===== src/rtl/acc_pkg.sv =====
// Shared definitions for the matrix accumulator sequencer and its clock gate.
// Holds the sequencer state encoding, default sizing and the control
// register values that start and end an accumulation job.
package acc_pkg;

  // Default width of the load-beat and pass counters
  localparam int unsigned CNT_W_DEF    = 8;
  // Default per-pass watchdog budget, in cycles
  localparam int unsigned WDOG_CYC_DEF = 255;

  // Control register values written over APB; the clock gate decodes the same values
  localparam logic [31:0] ACC_EN  = 32'h0000_0001;
  localparam logic [31:0] ACC_END = 32'h0000_0002;

  typedef enum logic [2:0] {
    ST_IDLE   = 3'd0,
    ST_LOAD   = 3'd1,
    ST_LAUNCH = 3'd2,
    ST_WAIT   = 3'd3,
    ST_SHIFT  = 3'd4,
    ST_DONE   = 3'd5,
    ST_ERR    = 3'd6
  } acc_state_e;

endpackage


===== src/rtl/acc_wdog.sv =====
// Per-pass watchdog: a loadable down-counter.
//   clk, rst    : clock, async active-high reset
//   clr_i       : force the count to zero (highest priority)
//   load_i      : reload the full budget of WDOG_CYC cycles
//   en_i        : count down one cycle (saturates at zero)
//   expired_c   : combinational, high while the current cycle is the last one of the budget
module acc_wdog
  import acc_pkg::*;
#(
  parameter int unsigned WDOG_CYC = WDOG_CYC_DEF
) (
  input  logic clk,
  input  logic rst,
  input  logic clr_i,
  input  logic load_i,
  input  logic en_i,
  output logic expired_c
);

  localparam int unsigned WD_W = $clog2(WDOG_CYC + 1);

  logic [WD_W-1:0] cnt_q;
  logic [WD_W-1:0] cnt_d;

  // Next count: clear beats load beats decrement
  always_comb begin
    cnt_d = cnt_q;
    if (clr_i) begin
      cnt_d = '0;
    end else if (load_i) begin
      cnt_d = WD_W'(WDOG_CYC);
    end else if (en_i && (cnt_q != '0)) begin
      cnt_d = cnt_q - WD_W'(1);
    end
  end

  always_ff @(posedge clk or posedge rst) begin
    if (rst) begin
      cnt_q <= '0;
    end else begin
      cnt_q <= cnt_d;
    end
  end

  // A count of one means this is the WDOG_CYC-th counted cycle since the reload
  assign expired_c = (cnt_q <= WD_W'(1));

endmodule


===== src/rtl/acc_seq_ctrl.sv =====
// Sequencer for the matrix accumulator datapath: counts operand load beats,
// then runs ACC_ITER ALU passes separated by operand shifts, stalling APB
// while computing and pulsing acc_finish_o at the end of a job.
//   clk, rst         : gated accelerator clock, async active-high reset
//   start_i          : job start pulse (honoured in IDLE and ERR only)
//   abort_i          : synchronous abort back to IDLE
//   wr_beat_i        : accepted operand write beat
//   cal_finish_i     : datapath finished the current ALU pass
//   load_en_o        : datapath load enable
//   alu_en_o         : one-cycle ALU pass launch
//   shift_data_en_o  : one-cycle operand shift between passes
//   acc_counter_o    : completed pass count
//   pready_o         : APB ready, low while computing
//   busy_o           : job in progress
//   acc_finish_o     : one-cycle job complete pulse
//   err_o            : sticky watchdog error
module acc_seq_ctrl
  import acc_pkg::*;
#(
  parameter int unsigned N_LOAD   = 16,
  parameter int unsigned ACC_ITER = 4,
  parameter int unsigned CNT_W    = CNT_W_DEF,
  parameter int unsigned WDOG_CYC = WDOG_CYC_DEF
) (
  input  logic             clk,
  input  logic             rst,
  input  logic             start_i,
  input  logic             abort_i,
  input  logic             wr_beat_i,
  input  logic             cal_finish_i,
  output logic             load_en_o,
  output logic             alu_en_o,
  output logic             shift_data_en_o,
  output logic [CNT_W-1:0] acc_counter_o,
  output logic             pready_o,
  output logic             busy_o,
  output logic             acc_finish_o,
  output logic             err_o
);

  localparam logic [CNT_W-1:0] LOAD_TERM = CNT_W'(N_LOAD);
  localparam logic [CNT_W-1:0] ACC_TERM  = CNT_W'(ACC_ITER);

  acc_state_e       state_q, state_d;
  logic [CNT_W-1:0] load_cnt_q, load_cnt_d;
  logic [CNT_W-1:0] acc_cnt_q, acc_cnt_d;
  logic             err_q, err_d;
  logic             load_en_q, load_en_d;
  logic             alu_en_q, alu_en_d;
  logic             shift_en_q, shift_en_d;
  logic             pready_q, pready_d;
  logic             busy_q, busy_d;
  logic             finish_q, finish_d;

  logic             wdog_clr;
  logic             wdog_load;
  logic             wdog_en;
  logic             wdog_expired_c;

  acc_wdog #(
    .WDOG_CYC (WDOG_CYC)
  ) u_wdog (
    .clk       (clk),
    .rst       (rst),
    .clr_i     (wdog_clr),
    .load_i    (wdog_load),
    .en_i      (wdog_en),
    .expired_c (wdog_expired_c)
  );

  // The watchdog only runs while waiting on the datapath
  assign wdog_en = (state_q == ST_WAIT);

  // Next state, counters and error flag
  always_comb begin
    state_d    = state_q;
    load_cnt_d = load_cnt_q;
    acc_cnt_d  = acc_cnt_q;
    err_d      = err_q;
    wdog_clr   = 1'b0;
    wdog_load  = 1'b0;

    if (abort_i && (state_q != ST_IDLE)) begin
      // Abort outranks every other event and leaves the pass count visible
      state_d = ST_IDLE;
    end else begin
      unique case (state_q)
        ST_IDLE, ST_ERR: begin
          if (start_i) begin
            state_d    = ST_LOAD;
            load_cnt_d = '0;
            acc_cnt_d  = '0;
            err_d      = 1'b0;
            wdog_clr   = 1'b1;
          end
        end
        ST_LOAD: begin
          if (wr_beat_i && (load_cnt_q != LOAD_TERM)) begin
            load_cnt_d = load_cnt_q + CNT_W'(1);
            if (load_cnt_d == LOAD_TERM) begin
              state_d = ST_LAUNCH;
            end
          end
        end
        ST_LAUNCH: begin
          wdog_load = 1'b1;
          state_d   = ST_WAIT;
        end
        ST_WAIT: begin
          // A finished pass wins over a watchdog expiring in the same cycle
          if (cal_finish_i) begin
            if (acc_cnt_q != ACC_TERM) begin
              acc_cnt_d = acc_cnt_q + CNT_W'(1);
            end
            state_d = (acc_cnt_d == ACC_TERM) ? ST_DONE : ST_SHIFT;
          end else if (wdog_expired_c) begin
            state_d = ST_ERR;
            err_d   = 1'b1;
          end
        end
        ST_SHIFT: state_d = ST_LAUNCH;
        ST_DONE:  state_d = ST_IDLE;
        default:  state_d = ST_IDLE;
      endcase
    end
  end

  // Outputs are decoded from the next state so they line up with the state register
  always_comb begin
    load_en_d  = (state_d == ST_LOAD);
    alu_en_d   = (state_d == ST_LAUNCH);
    shift_en_d = (state_d == ST_SHIFT);
    finish_d   = (state_d == ST_DONE);
    busy_d     = (state_d == ST_LOAD) || (state_d == ST_LAUNCH) || (state_d == ST_WAIT) ||
                 (state_d == ST_SHIFT) || (state_d == ST_DONE);
    pready_d   = !((state_d == ST_LAUNCH) || (state_d == ST_WAIT) || (state_d == ST_SHIFT));
  end

  always_ff @(posedge clk or posedge rst) begin
    if (rst) begin
      state_q    <= ST_IDLE;
      load_cnt_q <= '0;
      acc_cnt_q  <= '0;
      err_q      <= 1'b0;
      load_en_q  <= 1'b0;
      alu_en_q   <= 1'b0;
      shift_en_q <= 1'b0;
      pready_q   <= 1'b1;
      busy_q     <= 1'b0;
      finish_q   <= 1'b0;
    end else begin
      state_q    <= state_d;
      load_cnt_q <= load_cnt_d;
      acc_cnt_q  <= acc_cnt_d;
      err_q      <= err_d;
      load_en_q  <= load_en_d;
      alu_en_q   <= alu_en_d;
      shift_en_q <= shift_en_d;
      pready_q   <= pready_d;
      busy_q     <= busy_d;
      finish_q   <= finish_d;
    end
  end

  assign load_en_o       = load_en_q;
  assign alu_en_o        = alu_en_q;
  assign shift_data_en_o = shift_en_q;
  assign acc_counter_o   = acc_cnt_q;
  assign pready_o        = pready_q;
  assign busy_o          = busy_q;
  assign acc_finish_o    = finish_q;
  assign err_o           = err_q;

endmodule


===== config.mk =====
export PLATFORM = sky130hd
export DESIGN_NAME = acc_seq_ctrl
export DESIGN_NICKNAME = d
export VERILOG_FILES = /design/src/rtl/acc_pkg.sv /design/src/rtl/acc_wdog.sv /design/src/rtl/acc_seq_ctrl.sv
export SDC_FILE = /design/constraint.sdc
export NUM_CORES = 1
export LEC_CHECK = 0
export ABC_CLOCK_PERIOD_IN_PS = 4500
export CAP_MARGIN = 5
export CORE_MARGIN = 10
export CORE_UTILIZATION = 55
export DETAILED_ROUTE_END_ITERATION = 8
export GPL_ROUTABILITY_DRIVEN = 0
export PLACE_DENSITY = 0.74
export REMOVE_ABC_BUFFERS = 1
export SLEW_MARGIN = 20
export SYNTH_ARGS = -nofsm -noshare
export SYNTH_HDL_FRONTEND = slang
export SYNTH_SLANG_ARGS = --single-unit
export TNS_END_PERCENT = 10

===== constraint.sdc =====
create_clock -name clk -period 4.5 [get_ports clk]
set_input_delay 0.675 -clock clk [delete_from_list [all_inputs] [get_ports clk]]
set_output_delay 0.675 -clock clk [all_outputs]
set_load 0.005 [all_outputs]

==> results of run 1 <==
synthesized netlist by cell type (all sizes together) (2+ instances only):
cell,instances
nor2,22
o311ai,2
or3,4
nand3,13
o32a,2
o21ai,25
mux2i,2
and2,3
a21oi,6
o41ai,2
buf,3
nor3,2
a22o,2
dfrtp,33
or3b,2
xnor2,4
o211ai,9
xor2,2
o21ba,2
inv,14
a31oi,3
and3,3
clkbuf,3
nand2b,5
nand2,18
o31ai,4
nand3b,3
ha,6
nor3b,2
nor2b,5
kinds of logic after synthesis:
logic type	Yosys count	synth area share, %
AND/OR/NAND/NOR	93	25.0
AO/OA/AOI/OAI	64	21.7
flip-flops	34	41.8
buffers and inverters	20	3.80
adder cells (fa/ha/maj)	7	4.17
XOR/XNOR	6	2.58
multiplexers	2	0.981
cells in the final DEF, fill, tap and decap left out, types with 5 or more instances in the layout:
master           synthesis  routed
nand3_1                 13      13
nor2b_1                  5       5
nor2_1                  21      21
nand2_1                 17      17
o21ai_0                 24      24
dfrtp_1                 33      33
clkdlybuf4s50_1          0      20
a21oi_1                  6       6
inv_1                   14      14
nand2b_1                 5       5
ha_1                     6       6
clkbuf_8                 0       6
o211ai_1                 9       9
layer usage:
metal  track usage [%]  share of wire [%]
met4              5.19                1.3
met2              22.9                 47
met3              3.86                5.3
met1              17.1                 47
met5                 0                  0
cell type report:
class	count	area, um^2
clock buffer	7	86.3
clock inverter	1	5.00
fill	294	1260
inverter	14	52.6
multi-input combinational	172	1110
sequential	34	852
tap	48	60.1
timing repair buffer	21	208
power by group through the flow:
stage / registers (mW) / logic, mW / clock network, mW
3_5_place_dp: 0.365 / 0.175 / 0
5_1_grt: 0.365 / 0.201 / 0.248
6_report: 0.360 / 0.174 / 0.231
2_1_floorplan: 0.359 / 0.119 / 0
4_1_cts: 0.360 / 0.176 / 0.237
3_3_place_gp: 0.364 / 0.171 / 0
metrics by stage:
stage / std cells / util, % / setup WS, ns / power, mW
after floorplan: 220 / - / 2.38 / 0.478
after global placement: 289 / 62.8 / 1.85 / 0.536
after detailed placement: 289 / 62.8 / 1.81 / 0.540
after CTS: 297 / 65.4 / 2.10 / 0.772
after global routing: 297 / 65.4 / 1.93 / 0.815
final: 297 / 65.4 / 2.07 / 0.765
flip-flops by register name (all words and copies together), names as in the netlist:
| register | count |
|---|---|
| shift_data_en_o | 1 |
| pready_o | 1 |
| load_cnt_q | 8 |
| busy_o | 1 |
| alu_en_o | 1 |
| state_q | 3 |
| load_en_o | 1 |
| err_o | 1 |
| acc_finish_o | 1 |
| u_wdog.cnt_q | 8 |
| acc_counter_o | 8 |
worst paths after layout:
check | to | cells past startpoint | from | slack (ns)
hold / removal | load_cnt_q[7]$_DFFE_PP0P_ | 1 | load_cnt_q[7]$_DFFE_PP0P_ | 0.47
max in group asynchronous | pready_o$_DFF_PP1_ | 3 | rst | 3.36
min in group asynchronous | state_q[1]$_DFF_PP0_ | 3 | rst | 0.81
setup reg to reg | load_cnt_q[3]$_DFFE_PP0P_ | 5 | state_q[1]$_DFF_PP0_ | 2.07
hold reg to reg | load_cnt_q[7]$_DFFE_PP0P_ | 1 | load_cnt_q[7]$_DFFE_PP0P_ | 0.47
setup / recovery | load_cnt_q[3]$_DFFE_PP0P_ | 5 | state_q[1]$_DFF_PP0_ | 2.07
==> impl_metrics.yaml, run 1 <==
clock_tree:
  cts_root_buf: "clkbuf_8"
  clk_latency_ns: 0.29
  clock_sinks: 34
  htree_levels: 2
  cts_tree: "done"
  path_clk_slew_ns: 0.07
  ctsHoldBuffers: 0
  cts_buffers: 5
  post-cts-setup-buffers: 0
  ctsResizeCount: 0
  clock_path_buffers: 2
routing:
  routed_wl_um: 4250
  wl_per_cell_um: 14.3
  dr.pass1.iters: 4
  antenna_left: 0
  routed_via_density: 5.89
  drc: 0
  routed-via-count: 1749
  drtIter0Drc: 91
pwr:
  p_sw_share_pct: 30.1
  clockPowerShare_pct: 30.2
  p_int_mw: 0.535
  p_sw_mw: 0.230
  combPwrFrac_pct: 22.7
  pwr_density_cell_mw_per_mm2: 322
  cellLeakagePower_nw: 0.996
  seqPwrFrac_pct: 47.1
  peakVddDrop_mv: 0.187
logic_synthesis:
  yosysWarnings: 0
  synth_edf_count: 0
  yosysTopAreaCell: "dfrtp_1"
  netlist_instances: 226
  synth_area_leaders: "dfrtp_1, o21ai_0, nor2_1, ha_1, o211ai_1"
  synthDistinctLibCells: 57
  synth_top_area_share_pct: 40.5
  synthFlopType: "dfrtp_1"
  ys_ff_latch: 34
  synth.avg_cell_area_um2: 9.03
  syn_area_mm2: 0.00204
  async_flop_share_pct: 100
  yosysSeqAreaShare_pct: 41.8
job:
  maxCapViolations: 0
global_route:
  grt_pass1_wl_um: 7480
  grt_max_degree: 35
  grt_util_all_layers_pct: 13.9
  grt_pass1_vias: 1664
  overflow: 0
  antenna_found_initial: 0
setup_path:
  cp_slowest_cell: "a2111o_1"
  crit_family: "simple AND/OR/NAND/NOR gates"
  start_kind: "register"
  critPathMaxStageDelay_ns: 0.58
  setup.worst_path.class: "reg2reg"
  critical_path_arrival_ns: 2.59
  critPathCaptureType: "register"
  cp_cell_sequence: "or3b_2, a2111o_1, and2_0, o21ai_0, o31ai_1"
  cp_max_fo: 12
  path_buf_inv: 0
  crit_required_ns: 4.66
die:
  initial_core_util_pct: 56.2
  rows: 22
  dieArea_mm2: 0.00655
  num_io_pins: 21
  coreArea_mm2: 0.00363
  die_w_um: 80.9
  fp.dieH_um: 80.9
timing:
  relSlewSlack_pct: 58.3
  fmax_ghz: 0.412
  final_period_minus_worst_setup_slack_ns: 2.43
  post-route-period-util_pct: 54.0
  hold_violations: 0
  rsz0062_at_grt: "no"
  tns_ns: 0
  whs_ns: 0.474
  finClkSkew_ns: 0.00590
  setup_viol: 0
  slew_viol_final: 0
  worst_pin_slew_ns: 0.621
placement:
  placed_area_mm2: 0.00228
  dp_hpwl_um: 3090
  port_buffers: 20
finish:
  post-route-cell-area_mm2: 0.00237
  area_delta_synth_final_pct: 16.4
  layout-drive-gt1-share_pct: 7.23
  finalNetCount: 260
  insertedDiodeCount: 0
worst_hold_path:
  hold_class: "reg2reg"
status:
  status: "completed"
No activity file was read; power rests on OpenSTA's default activity.
==> run 2, diff against run 1 <==
- ABC_CLOCK_PERIOD_IN_PS: 4500 -> 2240
- clock period: 4.5 -> 2.24 ns (I/O delays scaled with it)
==> run 2 against run 1 <==
Sequential share of layout area down 1.8 points. Fmax is 11% higher. Critical path depth up 3. Worst hold slack worse by 0.015 ns. Setup slack worse by 2.0 ns. Routed wire length increased by 7.7%. Clock-buffer cell count grew 1. Design area increased by 5.3%. Sequential cell count stayed put. Critical endpoint is now busy_o$_DFF_PP0_.
==> impl_metrics.yaml, run 2 (synthesized netlist as in run 1, its figures left out) <==
finish:
  final_common_cell: "dfrtp_1"
  n_fill_cell: 325
  post-route-cell-area_mm2: 0.00250
  post_layout_nonfiller_instances: 313
  layout-drive-gt1-share_pct: 13.2
  area_delta_synth_final_pct: 22.5
  insertedDiodeCount: 0
  finalNetCount: 276
  layout_common_cells: "dfrtp_1, o21ai_0, nor2_1, clkdlybuf4s50_1"
  post-route-util_pct: 68.8
global_route:
  grt_max_degree: 35
  grt_pass1_vias: 1730
  grt_pass1_wl_um: 8100
  overflow: 0
  grt_util_all_layers_pct: 15.5
  antenna_found_initial: 0
timing:
  hold_violations: 0
  fmax_ghz: 0.458
  rsz0062_at_grt: "yes"
  worst_pin_slew_ns: 0.431
  post-route-period-util_pct: 97.4
  setup_viol: 0
  tns_ns: 0
  relSlewSlack_pct: 71.2
  final_period_minus_worst_setup_slack_ns: 2.18
  finClkSkew_ns: 0.00916
  slew_viol_final: 0
  whs_ns: 0.459
  finalWorstSetupSlack_ns: 0.0586
routing:
  routed-via-count: 1786
  routed_via_density: 5.71
  drtIter0Drc: 61
  dr.pass1.iters: 4
  routed_wl_um: 4570
  drc: 0
  wl_per_cell_um: 14.6
  antenna_left: 0
placement:
  dp_cells: 304
  dp_hpwl_um: 3320
  placed_area_mm2: 0.00240
  port_buffers: 20
  pre_cts_ws_ns: 0.0230
worst_hold_path:
  hold_class: "in2async"
pwr:
  cellLeakagePower_nw: 1.07
  power_mw: 1.59
  peakVddDrop_mv: 0.423
  pwr_density_cell_mw_per_mm2: 638
clock_tree:
  clock_path_buffers: 2
  cts_root_buf: "clkbuf_8"
  cts_tree: "done"
  clk_latency_ns: 0.29
  htree_levels: 2
  clock_sinks: 34
  path_clk_slew_ns: 0.07
  cts_buffers: 5
  ctsHoldBuffers: 0
die:
  num_io_pins: 21
  fp.dieH_um: 80.9
  coreArea_mm2: 0.00363
  rows: 22
  die_w_um: 80.9
  initial_core_util_pct: 56.2
  dieArea_mm2: 0.00655
setup_path:
  cp_cell_sequence: "inv_2, ha_1, or4b_4, nor2_4, nand4b_1, a2111oi_4, buf_4, o32a_2"
  critPathMaxStageDelay_ns: 0.48
  setup.worst_path.class: "reg2reg"
  critical_path_arrival_ns: 2.35
  r2r-start: "acc_counter_o[0]$_DFFE_PP0P_"
  crit_family: "simple AND/OR/NAND/NOR gates"
  reg2reg_setup_slack_ns: 0.06
  cp_max_fo: 7
  critPathCaptureType: "register"
  cp_slowest_cell: "or4b_4"
  start_kind: "register"
  path_buf_inv: 2
  crit_start: "acc_counter_o[0]$_DFFE_PP0P_"
  crit_required_ns: 2.41
status:
  status: "completed"
job:
  maxCapViolations: 0
run 2: cell types whose count changed in the layout (fill, tap and decap cells not counted), sizes merged:
cell    change
clkbuf      +1
clkinv      -1
buf        +16
run 2: final cells by class:
class,instances,area (um^2),area share (%)
inverters,14,52.6,2.10
multi-input cells,172,1120,44.7
flip-flops and latches,34,852,34.1
repair buffers,37,328,13.1
well taps,48,60.1,2.40
clock buffers,8,90.1,3.60
run 2: timing repair:
action | in CTS | in global routing
setup buffers | 0 | 1
resized for setup | 0 | 2
endpoints found under the setup margin | 1 | 7
pin swaps | 1 | 2
run 2: path summary, 6_finish.rpt:
kind,to,cells past startpoint
worst max-delay path,busy_o$_DFF_PP0_,8
worst min-delay path,acc_counter_o[4]$_DFFE_PP0P_,3
worst max register to register,busy_o$_DFF_PP0_,8
worst min register to register,load_cnt_q[7]$_DFFE_PP0P_,1
max in group asynchronous,pready_o$_DFF_PP1_,3
min in group clk,load_cnt_q[7]$_DFFE_PP0P_,1
run 2: worst register-to-register path: cells and delay by family, from the launching register on:
family | cells | cell delay, ns
and+or+nand+nor | 3 | 0.80
AOI/OAI and AO/OA | 2 | 0.47
DFF | 1 | 0.39
buffers and inverters | 2 | 0.26
adders and majority gates | 1 | 0.14
run 2: per-layer routing:
metal	share of wire, %	track usage (%)	vias up
li1	-	-	895
met5	0	0	-
met3	5.3	3.97	9
met1	45	19.0	850
met4	1.9	7.44	0
met2	48	24.8	32
run 2: power by group:
| group | internal (mW) | switching (mW) |
|---|---|---|
| clock network | 0.251 | 0.223 |
| registers | 0.665 | 0.0397 |
| logic | 0.198 | 0.217 |
| total | 1.11 | 0.480 |
==> run 3, diff against run 2 <==
- GPL_ROUTABILITY_DRIVEN: 0 -> not set
- SLEW_MARGIN: 20 -> 40
==> results of run 3 <==
The final DEF is identical to that of run 2; final timing and power are the same.
